`src/rtl/mem_arb_pkg.sv`:
```
// Shared types and widths for the memory arbiter.
package mem_arb_pkg;

  localparam int unsigned ADDR_W = 30;
  localparam int unsigned DATA_W = 32;

  typedef enum logic [1:0] {
    ST_IDLE = 2'd0,
    ST_BUSY = 2'd1,
    ST_RESP = 2'd2
  } state_t;

  typedef enum logic [1:0] {
    GNT_NONE = 2'd0,
    GNT_IRD  = 2'd1,
    GNT_DRD  = 2'd2,
    GNT_DWR  = 2'd3
  } gnt_t;

endpackage

```
`src/rtl/mem_arb_pick.sv`:
```
// Combinational winner selection between the I-refill, D-refill and D-write-back requesters.
// DWR beats DRD inside the D class; last_d = 1 hands an I/D tie to the I class.
module mem_arb_pick
  import mem_arb_pkg::*;
(
  input  logic irom_read_ce,
  input  logic dram_read_ce,
  input  logic dram_write_ce,
  input  logic last_d,
  output gnt_t gnt
);

  logic d_req;
  gnt_t d_gnt;

  assign d_req = dram_write_ce | dram_read_ce;
  assign d_gnt = dram_write_ce ? GNT_DWR : GNT_DRD;

  // Class-level choice, then in-class priority.
  always_comb begin
    gnt = GNT_NONE;
    if (d_req && irom_read_ce && last_d)
      gnt = GNT_IRD;
    else if (d_req)
      gnt = d_gnt;
    else if (irom_read_ce)
      gnt = GNT_IRD;
  end

endmodule

```
`src/rtl/mem_arbiter.sv`:
```
// Three-requester external memory arbiter (I-refill, D-refill, D-write-back).
// MEM_ARB_RR_EN: round-robin between the I and D classes instead of fixed DWR > DRD > IRD.
module mem_arbiter
  import mem_arb_pkg::*;
(
  input  logic              clk,
  input  logic              rst,
  input  logic              irom_read_ce,
  input  logic [ADDR_W-1:0] irom_addr,
  output logic              irom_fin,
  output logic [DATA_W-1:0] rom_inst,
  input  logic              dram_read_ce,
  input  logic [ADDR_W-1:0] dram_read_addr,
  output logic              dram_read_fin,
  output logic [DATA_W-1:0] ram_rdata,
  input  logic              dram_write_ce,
  input  logic [ADDR_W-1:0] dram_write_addr,
  input  logic [DATA_W-1:0] dram_cache_wb_data,
  output logic              dram_write_fin,
  output logic              bus_req,
  output logic              bus_we,
  output logic [ADDR_W-1:0] bus_addr,
  output logic [DATA_W-1:0] bus_wdata,
  input  logic [DATA_W-1:0] bus_rdata,
  input  logic              bus_ack,
  output logic              arb_busy
);

  state_t state;
  gnt_t   gnt;
  gnt_t   pick;
  logic   last_d;

  mem_arb_pick u_pick (
    .irom_read_ce  (irom_read_ce),
    .dram_read_ce  (dram_read_ce),
    .dram_write_ce (dram_write_ce),
    .last_d        (last_d),
    .gnt           (pick)
  );

`ifdef MEM_ARB_RR_EN
  // Remember which class won the most recent grant.
  always_ff @(posedge clk or negedge rst) begin
    if (!rst)
      last_d <= 1'b0;
    else if (state == ST_IDLE && pick != GNT_NONE)
      last_d <= (pick != GNT_IRD);
  end
`else
  // Tied to the I class, the picker degenerates to fixed DWR > DRD > IRD.
  assign last_d = 1'b0;
`endif

  assign arb_busy = (state != ST_IDLE);

  // Grant, bus transfer and completion handshake.
  always_ff @(posedge clk or negedge rst) begin
    if (!rst) begin
      state          <= ST_IDLE;
      gnt            <= GNT_NONE;
      bus_req        <= 1'b0;
      bus_we         <= 1'b0;
      bus_addr       <= '0;
      bus_wdata      <= '0;
      irom_fin       <= 1'b0;
      dram_read_fin  <= 1'b0;
      dram_write_fin <= 1'b0;
      rom_inst       <= '0;
      ram_rdata      <= '0;
    end else begin
      case (state)
        ST_IDLE: begin
          if (pick != GNT_NONE) begin
            gnt     <= pick;
            state   <= ST_BUSY;
            bus_req <= 1'b1;
            bus_we  <= (pick == GNT_DWR);
            case (pick)
              GNT_DWR: begin
                bus_addr  <= dram_write_addr;
                bus_wdata <= dram_cache_wb_data;
              end
              GNT_DRD: bus_addr <= dram_read_addr;
              GNT_IRD: bus_addr <= irom_addr;
              default: ;
            endcase
          end
        end
        ST_BUSY: begin
          if (bus_ack) begin
            bus_req <= 1'b0;
            state   <= ST_RESP;
            case (gnt)
              GNT_IRD: begin
                rom_inst <= bus_rdata;
                irom_fin <= 1'b1;
              end
              GNT_DRD: begin
                ram_rdata     <= bus_rdata;
                dram_read_fin <= 1'b1;
              end
              GNT_DWR: dram_write_fin <= 1'b1;
              default: ;
            endcase
          end
        end
        ST_RESP: begin
          irom_fin       <= 1'b0;
          dram_read_fin  <= 1'b0;
          dram_write_fin <= 1'b0;
          gnt            <= GNT_NONE;
          state          <= ST_IDLE;
        end
        default: state <= ST_IDLE;
      endcase
    end
  end

endmodule

```
`config.mk`:
```
export PLATFORM = sky130hd
export DESIGN_NAME = mem_arbiter
export DESIGN_NICKNAME = d
export VERILOG_FILES = /design/src/rtl/mem_arb_pkg.sv /design/src/rtl/mem_arb_pick.sv /design/src/rtl/mem_arbiter.sv
export SDC_FILE = /design/constraint.sdc
export NUM_CORES = 1
export LEC_CHECK = 0
export BUFFER_PORTS_ARGS = -buffer_cell sky130_fd_sc_hd__buf_2
export CORE_UTILIZATION = 45
export DETAILED_ROUTE_END_ITERATION = 6
export GPL_TIMING_DRIVEN = 0
export PLACE_DENSITY = 0.8
export SYNTH_ARGS = -nofsm -noshare
export SYNTH_HDL_FRONTEND = slang
export SYNTH_HIERARCHICAL = 1
export SYNTH_SLANG_ARGS = --single-unit
```
`constraint.sdc`:
```
create_clock -name clk -period 2.6 [get_ports clk]
set_clock_uncertainty 0.2 [all_clocks]
set_input_delay 0.52 -clock clk [delete_from_list [all_inputs] [get_ports clk]]
set_output_delay 0.52 -clock clk [all_outputs]
set_load 0.03 [all_outputs]
```
# After elaboration in Yosys (flattened, before gate mapping)
# Index checks and enable logic that the tools add are counted.
[word_totals]
input_bits = 160
reg_bits = 135
word_cells = 64
out_inout_bits = 132
[classes]
eq_ne = 13
n_bitwise = 1
n_reduce_logical = 18
muxes = 21
[ops]
columns = ["op", "n"]
rows = [
  ["$pmux W30 S3", 1],
  ["$reduce_and A3 Y1", 8],
  ["$eq A2 B2 Y1 const B", 5],
  ["$mux W1", 10],
  ["$reduce_bool A2 Y1", 5],
  ["$mux W2", 4],
  ["$pmux W1 S2", 4],
  ["$pmux W2 S2", 2],
  ["$eq A2 B1 Y1 const B", 3],
  ["$ne A2 B2 Y1 const B", 3],
  ["$reduce_and A2 Y1", 3],
  ["$ne A2 B1 Y1 const B", 2],
  ["$reduce_bool A3 Y1", 1],
  ["$logic_not A2 Y1", 1],
  ["$or A1 B1 Y1", 1],
]

# Logic depth before layout (Yosys ltp)
# Gate-level depths: netlist of run 1.
[depth]
word_depth = 5
mapped_depth = 9
depth_no_buf = 7

# Cells and area by module
# The synthesis of run 1 kept the hierarchy.
[modules_own_cells]
columns = ["module", "area_per_inst_um2", "seq_area_each_um2", "n_inst", "cells_per_inst"]
rows = [
  ["mem_arbiter", 5617.9, 3378.2, 1, 419],
  ["mem_arb_pick", 22.5, 0.0, 1, 4],
]

# Worst setup path after synthesis of run 1
# No wires, ideal clock.
[synth_timing]
path_type = "input to register"
start = "input dram_read_ce"
end = "register bus_addr[21]"
n_path_buf = 2
path_stages = 9
setup_time_ns = 0.132
t_required_ns = 2.268
arrival_ns = 1.874
path_slack_ns = 0.394
cell_sequence = "nor2_1 -> a21oi_1 -> inv_1 -> ha_1 -> or3_1 -> clkbuf_1 -> clkbuf_1 -> nand2_1 -> o21ai_0"
[synth_between]
elab_chain_cells = 5
elab_cells_between_ends = 9
classes_between = "eq/ne (3); mux (2); bitwise (1); reduce/logical (3)"
[synth_rtl]
columns = ["item", "line_no", "text"]
rows = [
  ["start: declaration", "mem_arbiter.sv:12", "input logic dram_read_ce,"],
  ["$or A1 B1 Y1 *", "mem_arb_pick.sv:16", "assign d_req = dram_write_ce | dram_read_ce;"],
  ["$mux W2 *", "mem_arb_pick.sv:24", "else if (d_req)"],
  ["net pick[1]", "mem_arbiter.sv:31", "gnt_t pick;"],
  ["$eq A2 B2 Y1 / $eq A2 B1 Y1 (equally long branches)", "mem_arbiter.sv:79", "case (pick)"],
  ["$reduce_bool A3 Y1 (no source line)", "-", ""],
  ["$reduce_and A3 Y1 (no source line)", "-", ""],
  ["end signal: assignment", "mem_arbiter.sv:81", "bus_addr <= dram_write_addr;"],
  ["end signal: assignment", "mem_arbiter.sv:84", "GNT_DRD: bus_addr <= dram_read_addr;"],
  ["end signal: assignment", "mem_arbiter.sv:85", "GNT_IRD: bus_addr <= irom_addr;"],
  ["end: declaration", "mem_arbiter.sv:22", "output logic [ADDR_W-1:0] bus_addr,"],
]
# The timed path passes the listed nets; every way through them passes the cells marked *.
# A chain may end at the register's enable or synchronous reset.

# Worst setup path after layout of run 1
[layout_timing]
start = "input dram_write_ce"
end = "register bus_addr[20]"
[layout_between]
elab_chain_cells = 5
elab_cells_between_ends = 10
classes_between = "eq/ne (3); mux (3); bitwise (1); reduce/logical (3)"
[layout_rtl]
columns = ["item", "line_no", "text"]
rows = [
  ["start: declaration", "mem_arbiter.sv:16", "input logic dram_write_ce,"],
  ["$or A1 B1 Y1 *", "mem_arb_pick.sv:16", ""],
  ["$mux W2 *", "mem_arb_pick.sv:24", ""],
  ["net pick[1]", "mem_arbiter.sv:31", ""],
  ["$eq A2 B2 Y1 / $eq A2 B1 Y1 (equally long branches)", "mem_arbiter.sv:79", ""],
  ["$reduce_bool A3 Y1 (no source line)", "-", ""],
  ["$reduce_and A3 Y1 (no source line)", "-", ""],
]
# Marked as above.

==> impl_metrics.yaml, run 1 <==
routing:
  num_vias: 4695
  first_pass_iters: 6
  ant_nets: 0
  wl_mm: 15.9
  met3_length_mm: 1.15
  route.detailed.drc: 0
  wl_met1_mm: 6.02
  route.top_layer_used: "met4"
  vias_per_cell: 5.11
  met2_length_mm: 8.44
  wl_per_cell_um: 17.3
  drt_iter0_markers: 263
logic_synthesis:
  syn_area_um2: 5640
  ys_seq_area_share_pct: 59.9
  synth_warnings: 6
  yosysTopAreaCell: "dfrtp_1"
  yosysUniqueCellTypes: 29
  syn_inst: 423
  ys_ff_latch: 135
  synth_top_area_share_pct: 59.9
  syn_avg_cell_area_um2: 13.3
  ys_top_cells_by_area: "dfrtp_1, mux2_2, a221oi_1"
clocking:
  tritoncts: "done"
  clockBufferDepth: 2
  cts_buffers: 17
  postCtsSetupBuffers: 0
  insertion_delay_ns: 0.41
  cts_root_buffer: "clkbuf_16"
  htree_levels: 4
  cts_num_sinks: 135
  cts_resized: 0
  clk_pin_slew_ns: 0.06
sta:
  relSlewSlack_pct: 60.1
  timing.final.hold_violations: 0
  max_freq_ghz: 0.408
  drv_slew: 0
  post-route-min-period_ns: 2.45
  fin_tns_setup_ns: 0
  finalSetupViolCount: 0
  worst_pin_slew_ns: 0.599
  finalCritPeriodShare_pct: 94.2
  rsz0062_at_grt: "false"
layout:
  syn2layout_area_growth_pct: 41.7
  drive_gt1_share_pct: 57.1
  final_area_um2: 7990
  seqCellArea_um2: 3380
  nets: 902
  instances_no_fill: 918
  n_fill_cell: 910
  multiInputGateArea_um2: 2060
critical_path:
  r2r_slack_ns: 0.57
  r2r-start: "state[1]"
  end_kind: "flop"
  crit_fanout: 10
  worstPathArrival_ns: 2.57
  worst-endpoint-required_ns: 2.72
  r2r-end: "rom_inst[4]"
  critPathKind: "input port to flop"
  rr_worst_depth: 4
  start_kind: "input port"
flow_run:
  maxCapViolCount: 0
min_path:
  worstHoldPathType: "input port to flop"
  holdPathEnd: "bus_wdata[4]"
  hold_start: "dram_cache_wb_data[4]"
  whs_path_depth: 2
die:
  die_y_um: 114
  die_w_um: 114
  core_um2: 12100
  die-area_um2: 13000
  initial_utilization_pct: 46.6
  pin_count: 292
  fp-row-count: 40
pwr:
  total_power_w: 0.0116
  irDropWorstVdd_mv: 0.561
  cellPowerDensity_nw_per_um2: 1450
  p_leak_nw: 3.98
placed_design:
  place.gp.congestion: 0.883
  dp_hpwl_mm: 11.9
  placed_area_um2: 7340
  portBuffers: 291
  dp.cells: 884
global_routing:
  globalRouteTotalUtil_pct: 25.1
  gr-total-overflow: 0
  grt_max_degree: 73
  grt_pass1_vias: 4768
  grt_pass1_wl_mm: 24.8
  antenna_found_initial: 1
status:
  outcome: "finished, final reports clean"
## metal layers
metal / GRT usage, % / vias up
li1: - / 2160
met1: 28.5 / 2285
met2: 45.1 / 227
met3: 6.16 / 23
met4: 10.6 / 0
met5: 0 / -
## metrics by stage
step | setup slack [ns] | hold WS (ns) | util [%]
6_report | 0.151 | 0.134 | 66.0
2_1_floorplan | 0.394 | 0.0244 | -
5_1_grt | 0.0182 | 0.113 | 66.0
3_5_place_dp | -0.262 | 0.268 | 60.6
3_3_place_gp | -0.887 | 0.257 | 60.4
4_1_cts | 0.187 | 0.116 | 66.0
## cell usage in the layout, fill, tap and decap left out, types with 7 or more instances in the layout
master | Yosys | layout
buf_2 | 0 | 290
dfrtp_1 | 135 | 135
mux2_2 | 89 | 89
o21ai_0 | 48 | 48
nand2_1 | 37 | 37
a221oi_1 | 30 | 30
clkbuf_1 | 18 | 18
clkbuf_16 | 0 | 17
o21ai_1 | 14 | 14
buf_6 | 9 | 10
mux2_1 | 7 | 7
## cells in the mapped netlist, drive strengths merged
library cell	n
a21o	3
a21oi	1
a221oi	30
a22o	1
a22oi	2
a41o	1
buf	10
clkbuf	19
conb	1
dfrtp	135
ha	6
inv	6
mux2	96
nand2	37
nand2b	2
nand3b	1
nor2	3
nor2b	1
nor3	1
nor3b	2
o21a	1
o21ai	62
or2	1
or3	1
## critical path, stage by stage
cell and delay (ns):
buf_2 0.09, nor2_1 0.04, a21oi_1 0.38, inv_1 0.16, ha_1 0.22, nor3_1 0.41
buf_1 0.39, o21ai_0 0.16, o21ai_0 0.21
## sequential cells by signal (all words and copies together), names as in the netlist
signal and count:
bus_addr 30, bus_req 1, bus_wdata 32, bus_we 1
dram_read_fin 1, dram_write_fin 1, gnt 2, irom_fin 1
ram_rdata 32, rom_inst 32, state 2
## logic make-up after synthesis
kind of cell	share of synthesized area [%]
mux	19.2
buf+inv	3.70
flops	59.9
other cells	0.0665
fa+ha+maj	1.33
simple gates	4.46
compound gates	11.4
## cell type report
| class | count | share of cell area (%) |
|---|---|---|
| timing repair buffer | 293 | 18.8 |
| clock inverter | 14 | 2.43 |
| multi-input combinational | 254 | 25.7 |
| sequential | 135 | 42.3 |
| buffer | 29 | 2.33 |
| tap | 168 | 2.63 |
| clock buffer | 18 | 5.50 |
| antenna | 1 | 0.0313 |
| inverter | 6 | 0.282 |
## report_power, final
part           switching [W]  internal, W
Sequential          0.000559      0.00315
Clock               0.000916      0.00164
Combinational        0.00349      0.00180
Total                0.00497      0.00659
## worst max-delay path by stage
stage                        startpoint      endpoint  slack (ns)  depth (start not counted)
after detailed placement  dram_write_ce  bus_addr[20]       -0.26                          9
after CTS                 dram_write_ce  bus_addr[20]        0.19                          9
final                     dram_write_ce  bus_addr[20]        0.15                          9
after floorplan            dram_read_ce  bus_addr[21]        0.39                          9
after global routing      dram_write_ce  bus_addr[28]        0.02                          9
after global placement              rst  bus_addr[27]       -0.89                          1
## what timing repair did
item,in CTS,in global routing
endpoints found under the hold margin,63,0
endpoints found under the setup margin,0,0
hold buffers,1,0
Power figures use the tool's default switching activity.
==> run 2: changes to the inputs <==
--- a/config.mk
+++ b/config.mk
@@ -6,6 +6,7 @@
 export NUM_CORES = 1
 export LEC_CHECK = 0
 export BUFFER_PORTS_ARGS = -buffer_cell sky130_fd_sc_hd__buf_2
+export CORE_ASPECT_RATIO = 1.75
 export CORE_UTILIZATION = 45
 export DETAILED_ROUTE_END_ITERATION = 6
 export GPL_TIMING_DRIVEN = 0
==> impl_metrics.yaml, run 2 (same netlist as run 1, synthesis figures left out) <==
min_path:
  worstHoldPathType: "input port to flop"
  holdPathEnd: "bus_wdata[26]"
  hold_start: "dram_cache_wb_data[26]"
  whs_path_depth: 2
die:
  fp-row-count: 53
  initial_utilization_pct: 46.5
  pin_count: 292
  die_w_um: 86.6
  core_um2: 12100
  die_y_um: 150
  die-area_um2: 13000
sta:
  finalSetupViolCount: 0
  max_freq_ghz: 0.432
  drv_slew: 0
  timing.final.hold_violations: 0
  finalCritPeriodShare_pct: 89.0
  fin_tns_setup_ns: 0
  worst_slack_ns: 0.287
  hold_ws_ns: 0.145
  relSlewSlack_pct: 63.3
  rsz0062_at_grt: "false"
  post-route-min-period_ns: 2.31
  worst_pin_slew_ns: 0.550
global_routing:
  globalRouteTotalUtil_pct: 23.9
  grt_pass1_wl_mm: 23.7
  antenna_found_initial: 0
  gr-total-overflow: 0
  grt_max_degree: 80
  grt_pass1_vias: 4944
clocking:
  clockBufferDepth: 2
  tritoncts: "done"
  postCtsSetupBuffers: 0
  insertion_delay_ns: 0.40
  cts_root_buffer: "clkbuf_16"
  cts_buffers: 17
  clk_pin_slew_ns: 0.06
  htree_levels: 4
  cts_num_sinks: 135
layout:
  reg_top3: "bus_wdata: 32 flops, ram_rdata: 32 flops, rom_inst: 32 flops"
  final_cell_mix: "buf_2, dfrtp_1, mux2_2, o21ai_0, nand2_1"
  n_fill_cell: 970
  final_common_cell: "buf_2"
  diodes: 0
  drive_gt1_share_pct: 57.1
  multiInputGateArea_um2: 2060
  syn2layout_area_growth_pct: 40.7
  fin_util_pct: 65.4
  nets: 902
  seqCellArea_um2: 3380
routing:
  drt_iter0_markers: 116
  vias_per_cell: 5.20
  first_pass_iters: 4
  num_vias: 4756
  wl_per_cell_um: 16.5
  ant_nets: 0
  route.detailed.drc: 0
  wl_mm: 15.1
pwr:
  p_leak_nw: 3.95
  cellPowerDensity_nw_per_um2: 1420
  irDropWorstVdd_mv: 0.632
placed_design:
  place.gp.congestion: 0.857
  dpl_worst_slack_ns: -0.169
  dp_hpwl_mm: 12.1
  portBuffers: 291
critical_path:
  start_kind: "input port"
  r2r-end: "rom_inst[24]"
  startpoint: "dram_read_ce"
  worstPathArrival_ns: 2.43
  crit_path_frequent_cell: "o21ai_0"
  crit_chain: "buf_2 > nor2_1 > a21oi_1 > inv_1 > ha_1 > nor3_1 > buf_1 > o21ai_0 > o21ai_0"
  rr_worst_depth: 4
  crit_fanout: 10
  critical_path.slowest_cell: "nor3_1"
  worst-endpoint-required_ns: 2.72
  r2r-start: "state[1]"
  cpPeakStageDelay_ns: 0.38
  critPathKind: "input port to flop"
  end_kind: "flop"
  r2r_slack_ns: 0.60
flow_run:
  maxCapViolCount: 0
status:
  outcome: "finished, final reports clean"
## run 2: final cells by class
type | count | share of cell area (%)
plain buffers | 29 | 2.35
clock buffers | 19 | 5.71
clock inverters | 13 | 1.69
inverters | 6 | 0.284
multi-input cells | 254 | 25.9
flip-flops and latches | 135 | 42.6
well taps | 165 | 2.60
repair buffers | 293 | 18.9
## run 2: worst max-delay path: cells and delay by family
| family | cells | cell delay [ns] |
|---|---|---|
| compound gates | 3 | 0.70 |
| simple gates | 2 | 0.42 |
| fa+ha+maj | 1 | 0.22 |
| buf+inv | 3 | 0.57 |
## run 2: worst max-delay path by stage
stage / to / slack [ns]
3_5_place_dp: bus_addr[0] / -0.17
6_report: bus_addr[20] / 0.29
2_1_floorplan: bus_addr[21] / 0.39
5_1_grt: bus_addr[26] / 0.0006
4_1_cts: bus_addr[20] / 0.28
3_3_place_gp: bus_wdata[11] / -0.85
## run 2: repair_timing
item,in CTS,in global routing
hold buffers,1,0
endpoints found under the hold margin,56,0
resized for setup,0,0
## run 2: where the power goes
group          total, W  leakage, nW  switching (W)  internal (W)
Clock           0.00231        0.280       0.000921       0.00139
Combinational   0.00526         2.04        0.00346       0.00180
Sequential      0.00370         1.63       0.000554       0.00315
## run 2: per-layer routing
layer	vias to the layer above	part of all wire, %	track usage (%)	wire [µm]
met2	250	57	47.2	8680
met3	39	5.9	5.26	887
met1	2308	33	22.7	5010
met5	-	0	0	0
li1	2159	-	-	-
met4	0	3.5	11.2	528
## run 2: per-stage QoR
step	std cells	power [W]	instance area, µm²
floorplan	424	0.00728	5640
finish	914	0.0113	7940
global placement	880	0.00883	7310
detailed placement	881	0.00904	7340
CTS	914	0.0114	7940
global route	914	0.0119	7940
